## config.mk

```make
export PLATFORM = sky130hd
export DESIGN_NAME = hex_sr_host
export DESIGN_NICKNAME = d
export VERILOG_FILES = /design/src/rtl/hex_sr_pkg.sv /design/src/rtl/sync2.sv /design/src/rtl/hex_sr_host.sv
export SDC_FILE = /design/constraint.sdc
export NUM_CORES = 1
export LEC_CHECK = 0
export BUFFER_PORTS_ARGS = -buffer_cell sky130_fd_sc_hd__clkbuf_2
export CAP_MARGIN = 40
export CORE_MARGIN = 2
export CORE_UTILIZATION = 40
export CTS_BUF_LIST = sky130_fd_sc_hd__clkbuf_8
export DETAILED_ROUTE_END_ITERATION = 16
export PLACE_DENSITY = 0.7
export SKIP_CTS_REPAIR_TIMING = 1
export SYNTH_ARGS = -nofsm -noshare
export SYNTH_HDL_FRONTEND = slang
export SYNTH_SLANG_ARGS = --single-unit
```

## constraint.sdc

```tcl
create_clock -name clk -period 2.5 [get_ports clk]
set_input_delay 0.375 -clock clk [delete_from_list [all_inputs] [get_ports clk]]
set_output_delay 0.375 -clock clk [all_outputs]
set_load 0.03 [all_outputs]
```

## src/rtl/hex_sr_pkg.sv

```systemverilog
// Shared types and constants for the hex_sr host controller.
// Op codes, FSM states and the per-op pin drive helpers live here.
package hex_sr_pkg;

  localparam int HEX_W       = 6;
  localparam int CLK_DIV_MIN = 2;

  typedef enum logic [1:0] {
    OP_LOAD   = 2'b00,
    OP_READ   = 2'b01,
    OP_VERIFY = 2'b10,
    OP_FLUSH  = 2'b11
  } op_e;

  typedef enum logic [1:0] {
    ST_IDLE,
    ST_SHIFT_LO,
    ST_SHIFT_HI
  } state_e;

  // READ and VERIFY recirculate so the target contents survive the pass
  function automatic logic op_recirc(input op_e op);
    return (op == OP_READ) || (op == OP_VERIFY);
  endfunction

  function automatic logic [HEX_W-1:0] op_drive(input op_e op, input logic [HEX_W-1:0] pat);
    return (op == OP_LOAD) ? pat : '0;
  endfunction

endpackage

```

## src/rtl/sync2.sv

```systemverilog
// Two-flop synchronizer for signals arriving from outside the clk domain.
module sync2 #(
  parameter int WIDTH = 1
) (
  input  logic             clk_i,
  input  logic             rst_ni,
  input  logic [WIDTH-1:0] d_i,
  output logic [WIDTH-1:0] q_o
);

  logic [WIDTH-1:0] meta_q;
  logic [WIDTH-1:0] sync_q;

  always_ff @(posedge clk_i or negedge rst_ni) begin
    if (!rst_ni) begin
      meta_q <= '0;
      sync_q <= '0;
    end else begin
      meta_q <= d_i;
      sync_q <= meta_q;
    end
  end

  assign q_o = sync_q;

endmodule

```

## src/rtl/hex_sr_host.sv

```systemverilog
// Host-side driver for the hex_sr shift register: generates sr_clk, recirc
// and data, streams LENGTH words per command and captures/verifies readback.
module hex_sr_host
  import hex_sr_pkg::*;
#(
  parameter int LENGTH  = 70,
  parameter int CLK_DIV = 4
) (
  input  logic                        clk,
  input  logic                        rst_n,
  input  logic                        cmd_valid,
  output logic                        cmd_ready,
  input  logic [1:0]                  cmd_op,
  input  logic [HEX_W-1:0]            cmd_seed,
  input  logic [HEX_W-1:0]            cmd_step,
  output logic                        sr_clk,
  output logic                        sr_recirc,
  output logic [HEX_W-1:0]            sr_data_in,
  input  logic [HEX_W-1:0]            sr_data_out,
  output logic                        rd_valid,
  output logic [HEX_W-1:0]            rd_data,
  output logic [$clog2(LENGTH)-1:0]   rd_index,
  output logic                        done,
  output logic [$clog2(LENGTH+1)-1:0] err_count,
  output logic                        mismatch
);

  // The synchronizer needs at least two clk cycles per sr_clk half-period
  localparam int DIV    = (CLK_DIV < CLK_DIV_MIN) ? CLK_DIV_MIN : CLK_DIV;
  localparam int PH_W   = $clog2(DIV);
  localparam int WORD_W = $clog2(LENGTH);
  localparam int ERR_W  = $clog2(LENGTH+1);

  localparam logic [PH_W-1:0]   PH_LAST   = PH_W'(DIV - 1);
  localparam logic [WORD_W-1:0] WORD_LAST = WORD_W'(LENGTH - 1);
  localparam logic [ERR_W-1:0]  ERR_MAX   = ERR_W'(LENGTH);

  state_e             state_q, state_d;
  op_e                op_q, op_d;
  logic [PH_W-1:0]    phase_q, phase_d;
  logic [WORD_W-1:0]  word_q, word_d;
  logic [HEX_W-1:0]   pat_q, pat_d;
  logic [HEX_W-1:0]   step_q, step_d;
  logic               sclk_q, sclk_d;
  logic               recirc_q, recirc_d;
  logic [HEX_W-1:0]   din_q, din_d;
  logic               rdv_q, rdv_d;
  logic [HEX_W-1:0]   rdata_q, rdata_d;
  logic [WORD_W-1:0]  ridx_q, ridx_d;
  logic               done_q, done_d;
  logic [ERR_W-1:0]   err_q, err_d;
  logic               mism_q, mism_d;

  logic [HEX_W-1:0]   data_sync;
  logic [HEX_W-1:0]   pat_inc;
  op_e                cmd_op_e;

  sync2 #(.WIDTH(HEX_W)) u_sync (
    .clk_i  (clk),
    .rst_ni (rst_n),
    .d_i    (sr_data_out),
    .q_o    (data_sync)
  );

  assign pat_inc  = pat_q + step_q;
  assign cmd_op_e = op_e'(cmd_op);

  always_comb begin
    state_d  = state_q;
    op_d     = op_q;
    phase_d  = phase_q;
    word_d   = word_q;
    pat_d    = pat_q;
    step_d   = step_q;
    sclk_d   = sclk_q;
    recirc_d = recirc_q;
    din_d    = din_q;
    rdv_d    = 1'b0;
    rdata_d  = rdata_q;
    ridx_d   = ridx_q;
    done_d   = 1'b0;
    err_d    = err_q;
    mism_d   = mism_q;

    // Compare runs in the cycle the captured word is presented
    if (rdv_q && (op_q == OP_VERIFY) && (rdata_q != pat_q)) begin
      mism_d = 1'b1;
      if (err_q != ERR_MAX) begin
        err_d = err_q + 1'b1;
      end
    end

    unique case (state_q)
      ST_IDLE: begin
        sclk_d = 1'b0;
        if (cmd_valid) begin
          state_d  = ST_SHIFT_LO;
          op_d     = cmd_op_e;
          step_d   = cmd_step;
          pat_d    = cmd_seed;
          phase_d  = '0;
          word_d   = '0;
          err_d    = '0;
          mism_d   = 1'b0;
          recirc_d = op_recirc(cmd_op_e);
          din_d    = op_drive(cmd_op_e, cmd_seed);
        end
      end
      ST_SHIFT_LO: begin
        if (phase_q == PH_LAST) begin
          phase_d = '0;
          state_d = ST_SHIFT_HI;
          sclk_d  = 1'b1;
          if (op_q != OP_LOAD) begin
            rdv_d   = 1'b1;
            rdata_d = data_sync;
            ridx_d  = word_q;
          end
        end else begin
          phase_d = phase_q + 1'b1;
        end
      end
      ST_SHIFT_HI: begin
        if (phase_q == PH_LAST) begin
          phase_d = '0;
          sclk_d  = 1'b0;
          if (word_q == WORD_LAST) begin
            state_d = ST_IDLE;
            done_d  = 1'b1;
          end else begin
            state_d  = ST_SHIFT_LO;
            word_d   = word_q + 1'b1;
            pat_d    = pat_inc;
            recirc_d = op_recirc(op_q);
            din_d    = op_drive(op_q, pat_inc);
          end
        end else begin
          phase_d = phase_q + 1'b1;
        end
      end
      default: begin
        state_d = ST_IDLE;
        sclk_d  = 1'b0;
      end
    endcase
  end

  always_ff @(posedge clk or negedge rst_n) begin
    if (!rst_n) begin
      state_q  <= ST_IDLE;
      op_q     <= OP_LOAD;
      phase_q  <= '0;
      word_q   <= '0;
      pat_q    <= '0;
      step_q   <= '0;
      sclk_q   <= 1'b0;
      recirc_q <= 1'b0;
      din_q    <= '0;
      rdv_q    <= 1'b0;
      rdata_q  <= '0;
      ridx_q   <= '0;
      done_q   <= 1'b0;
      err_q    <= '0;
      mism_q   <= 1'b0;
    end else begin
      state_q  <= state_d;
      op_q     <= op_d;
      phase_q  <= phase_d;
      word_q   <= word_d;
      pat_q    <= pat_d;
      step_q   <= step_d;
      sclk_q   <= sclk_d;
      recirc_q <= recirc_d;
      din_q    <= din_d;
      rdv_q    <= rdv_d;
      rdata_q  <= rdata_d;
      ridx_q   <= ridx_d;
      done_q   <= done_d;
      err_q    <= err_d;
      mism_q   <= mism_d;
    end
  end

  assign cmd_ready  = (state_q == ST_IDLE);
  assign sr_clk     = sclk_q;
  assign sr_recirc  = recirc_q;
  assign sr_data_in = din_q;
  assign rd_valid   = rdv_q;
  assign rd_data    = rdata_q;
  assign rd_index   = ridx_q;
  assign done       = done_q;
  assign err_count  = err_q;
  assign mismatch   = mism_q;

endmodule

```

==> flow_summary.json <==
{
  "status": "completed",
  "clockBufferDepth": 2,
  "drtAntennaViolNets": 0,
  "dp_hpwl_um": 5042,
  "avgSynthCellArea_um2": 10.17,
  "setup_viol_count_final": 0,
  "cts_root_buffer": "clkbuf_8",
  "yosysUniqueCellTypes": 47,
  "synth_edf_count": 0,
  "cts_tree": "yes",
  "stdcell_count": 490,
  "seq_power_share_pct": 37.0,
  "post-route-min-period_ps": 2098,
  "fp.dieW_um": 94.34,
  "min-delay-path-class": "in2async",
  "max_slew_margin_pct": 59.16,
  "async_flop_share_pct": 100.0,
  "yosys.area_share.adder_pct": 7.129,
  "yosys_most_used_dff": "dfrtp_1",
  "slew_violations": 0,
  "row_count": 32,
  "whs_ps": 33.79,
  "grt_pass1_vias": 2449,
  "layout-drive-gt1-share_pct": 22.42,
  "htree_levels": 3,
  "fp.dieH_um": 94.34,
  "power.share.clock_pct": 22.5,
  "ys_top_cells_by_area": "dfrtp_1 52%, nand2_1 7.2%, ha_1 6.5%, nor2_1 3.1%, o21ai_0 2.6%",
  "final.period_utilization_pct": 83.92,
  "synth_top_area_cell": "dfrtp_1",
  "cts_buffers": 9,
  "rsz0062_at_grt": "false",
  "worst_slew_pin_slew_ps": 612.5,
  "core_mm2": 0.007807,
  "yosys_warnings": 0,
  "power_switching_w": 0.001694,
  "clock_latency_ps": 350,
  "vdd_drop_max_v": 0.0004291,
  "clkSinkCount": 68,
  "area_delta_synth_final_pct": 19.09,
  "placedCellCount": 474,
  "synthXorXnorAreaFrac_pct": 4.025,
  "synth_top_family_by_area": "simple AND/OR/NAND/NOR gates",
  "initial_core_util_pct": 41.81,
  "globalplace.congestion": 0.9194,
  "syn_area_mm2": 0.003264,
  "synthSimpleGateAreaFrac_pct": 19.09,
  "worst-setup-path-type": "reg2reg",
  "fillCellCount": 708,
  "synth_compound_area_share_pct": 11.54,
  "port_buffers": 54,
  "dr.pass1.iters": 4,
  "syn_nets": 362,
  "maxCapViolations": 0,
  "drt_iter0_drc": 132,
  "p_int_w": 0.002486,
  "leakage_nw": 1.921,
  "final.setup_skew_ps": 12.31,
  "total_power_w": 0.004180,
  "cp-start-kind": "register",
  "regArea_mm2": 0.001702,
  "grtUsageTotal_pct": 17.01,
  "cellPowerDensity_mw_per_mm2": 1075,
  "yosysTopAreaCellShare_pct": 52.13,
  "pwr-share-comb_pct": 40.4,
  "diodes": 0,
  "grt_max_degree": 43,
  "crit_required_ps": 2730,
  "post_drt_wl_per_cell_um": 13.76,
  "clkTransAtPathRegs_ps": 80,
  "drc": 0,
  "viasPerCell": 5.002,
  "p_sw_share_pct": 40.53,
  "num_io_pins": 55,
  "finalNetCount": 424,
  "synthCells": 321,
  "dieArea_mm2": 0.008899,
  "worstPathMaxFanout": 11,
  "tns_ps": 0,
  "multi_input_area_mm2": 0.001461,
  "grt_pass1_wl_um": 11580,
  "antenna_found_initial": 0,
  "vias": 2451,
  "drt_wl_total_um": 6743,
  "cp.arrival_ps": 2330,
  "synth_seq_cells": 68,
  "fmax_ghz": 0.4767,
  "overflow": 0,
  "worstSetupEndpointType": "register",
  "yosysSeqAreaShare_pct": 52.13,
  "final-hold-violation-count": 0,
  "muxShareOfSynthArea_pct": 2.990
}
-- final timing paths --
check,cells after the start,endpoint,from,slack (ps)
hold / removal,1,u_sync.meta_q[1],rst_n,30
setup / recovery,7,pat_q[5],state_q[0],400
max in group asynchronous,2,sr_data_in[2],rst_n,1830
setup reg to reg,7,pat_q[5],state_q[0],400
hold reg to reg,0,u_sync.q_o[5],u_sync.meta_q[5],350
min in group clk,1,u_sync.meta_q[4],sr_data_out[4],120
-- placed cells by master, fill, tap and decap left out, types with 5 or more instances in the layout --
cell and count:
clkbuf_8 9, buf_4 6, nand2_1 63, nor2b_1 10, nor2_1 27, and3_1 5, and2_1 5, inv_1 15
xor2_1 7, ha_1 17, o21ai_0 17, nand4_1 6, xnor2_1 8, clkbuf_2 53, mux2_2 6, dfrtp_1 68
a21oi_1 8
-- layer usage --
| layer | track usage [%] | part of all wire (%) | vias to the layer above |
|---|---|---|---|
| met5 | 0 | 0 | - |
| li1 | - | - | 1223 |
| met2 | 25.65 | 46 | 59 |
| met3 | 4.070 | 5.0 | 11 |
| met4 | 7.246 | 1.7 | 0 |
| met1 | 23.56 | 47 | 1158 |
-- state kept, by name, indices dropped and copies added (netlist names) --
register	cells
phase_q	2
u_sync.meta_q	6
step_q	6
u_sync.q_o	6
pat_q	6
sr_recirc	1
word_q	7
done	1
rd_valid	1
rd_index	7
sr_clk	1
op_q	2
mismatch	1
sr_data_in	6
rd_data	6
err_count	7
state_q	2
-- power by group through the flow --
stage / registers [W] / logic [W] / clock network (W)
global placement: 0.00156 / 0.00167 / 0
finish: 0.00155 / 0.00169 / 0.000942
floorplan: 0.00171 / 0.00108 / 0
detailed placement: 0.00158 / 0.00169 / 0
global route: 0.00159 / 0.00192 / 0.00103
CTS: 0.00155 / 0.00170 / 0.000969
-- synthesized netlist by cell type, types with 5 or more instances --
cell type / count
nor2b_1: 10
nor2_1: 27
and3_1: 5
nand4_1: 6
ha_1: 17
clkbuf_1: 5
xnor2_1: 8
o21ai_0: 17
a21oi_1: 8
and2_1: 5
nand2_1: 63
inv_1: 15
mux2_2: 6
xor2_1: 7
dfrtp_1: 68
-- worst max-delay path: stages, from the launching register on --
cell and delay [ps]:
dfrtp_1 420, inv_1 90, ha_1 300, mux2i_1 310
a311o_1 370, or3_1 170, mux2i_1 60, a211o_1 270
-- per-stage QoR --
stage | area, um2 | setup WS [ps] | utilization (%)
after global routing | 3887 | 278.7 | 49.79
final | 3887 | 402.1 | 49.79
after detailed placement | 3682 | 431.0 | 47.16
after global placement | 3682 | 515.5 | 47.16
after floorplan | 3264 | 546.3 | -
after CTS | 3887 | 397.3 | 49.79
-- cell type report --
class	instances	area share [%]
clock buffers	9	3.186
clock inverters	7	2.092
inverters	15	1.448
multi-input cells	228	37.59
flip-flops and latches	68	43.77
well taps	102	3.283
repair buffers	61	8.626
-- cell families (layout without fill, tap and decap cells) --
group / Yosys count / count (layout)
and+or+nand+nor: 131 / 131
AOI/OAI and AO/OA: 55 / 55
buffers and inverters: 25 / 92
DFF: 68 / 68
xor gates and xnor gates: 15 / 15
muxes: 9 / 9
adders and majority gates: 18 / 18
(Power assumes the default switching activity.)
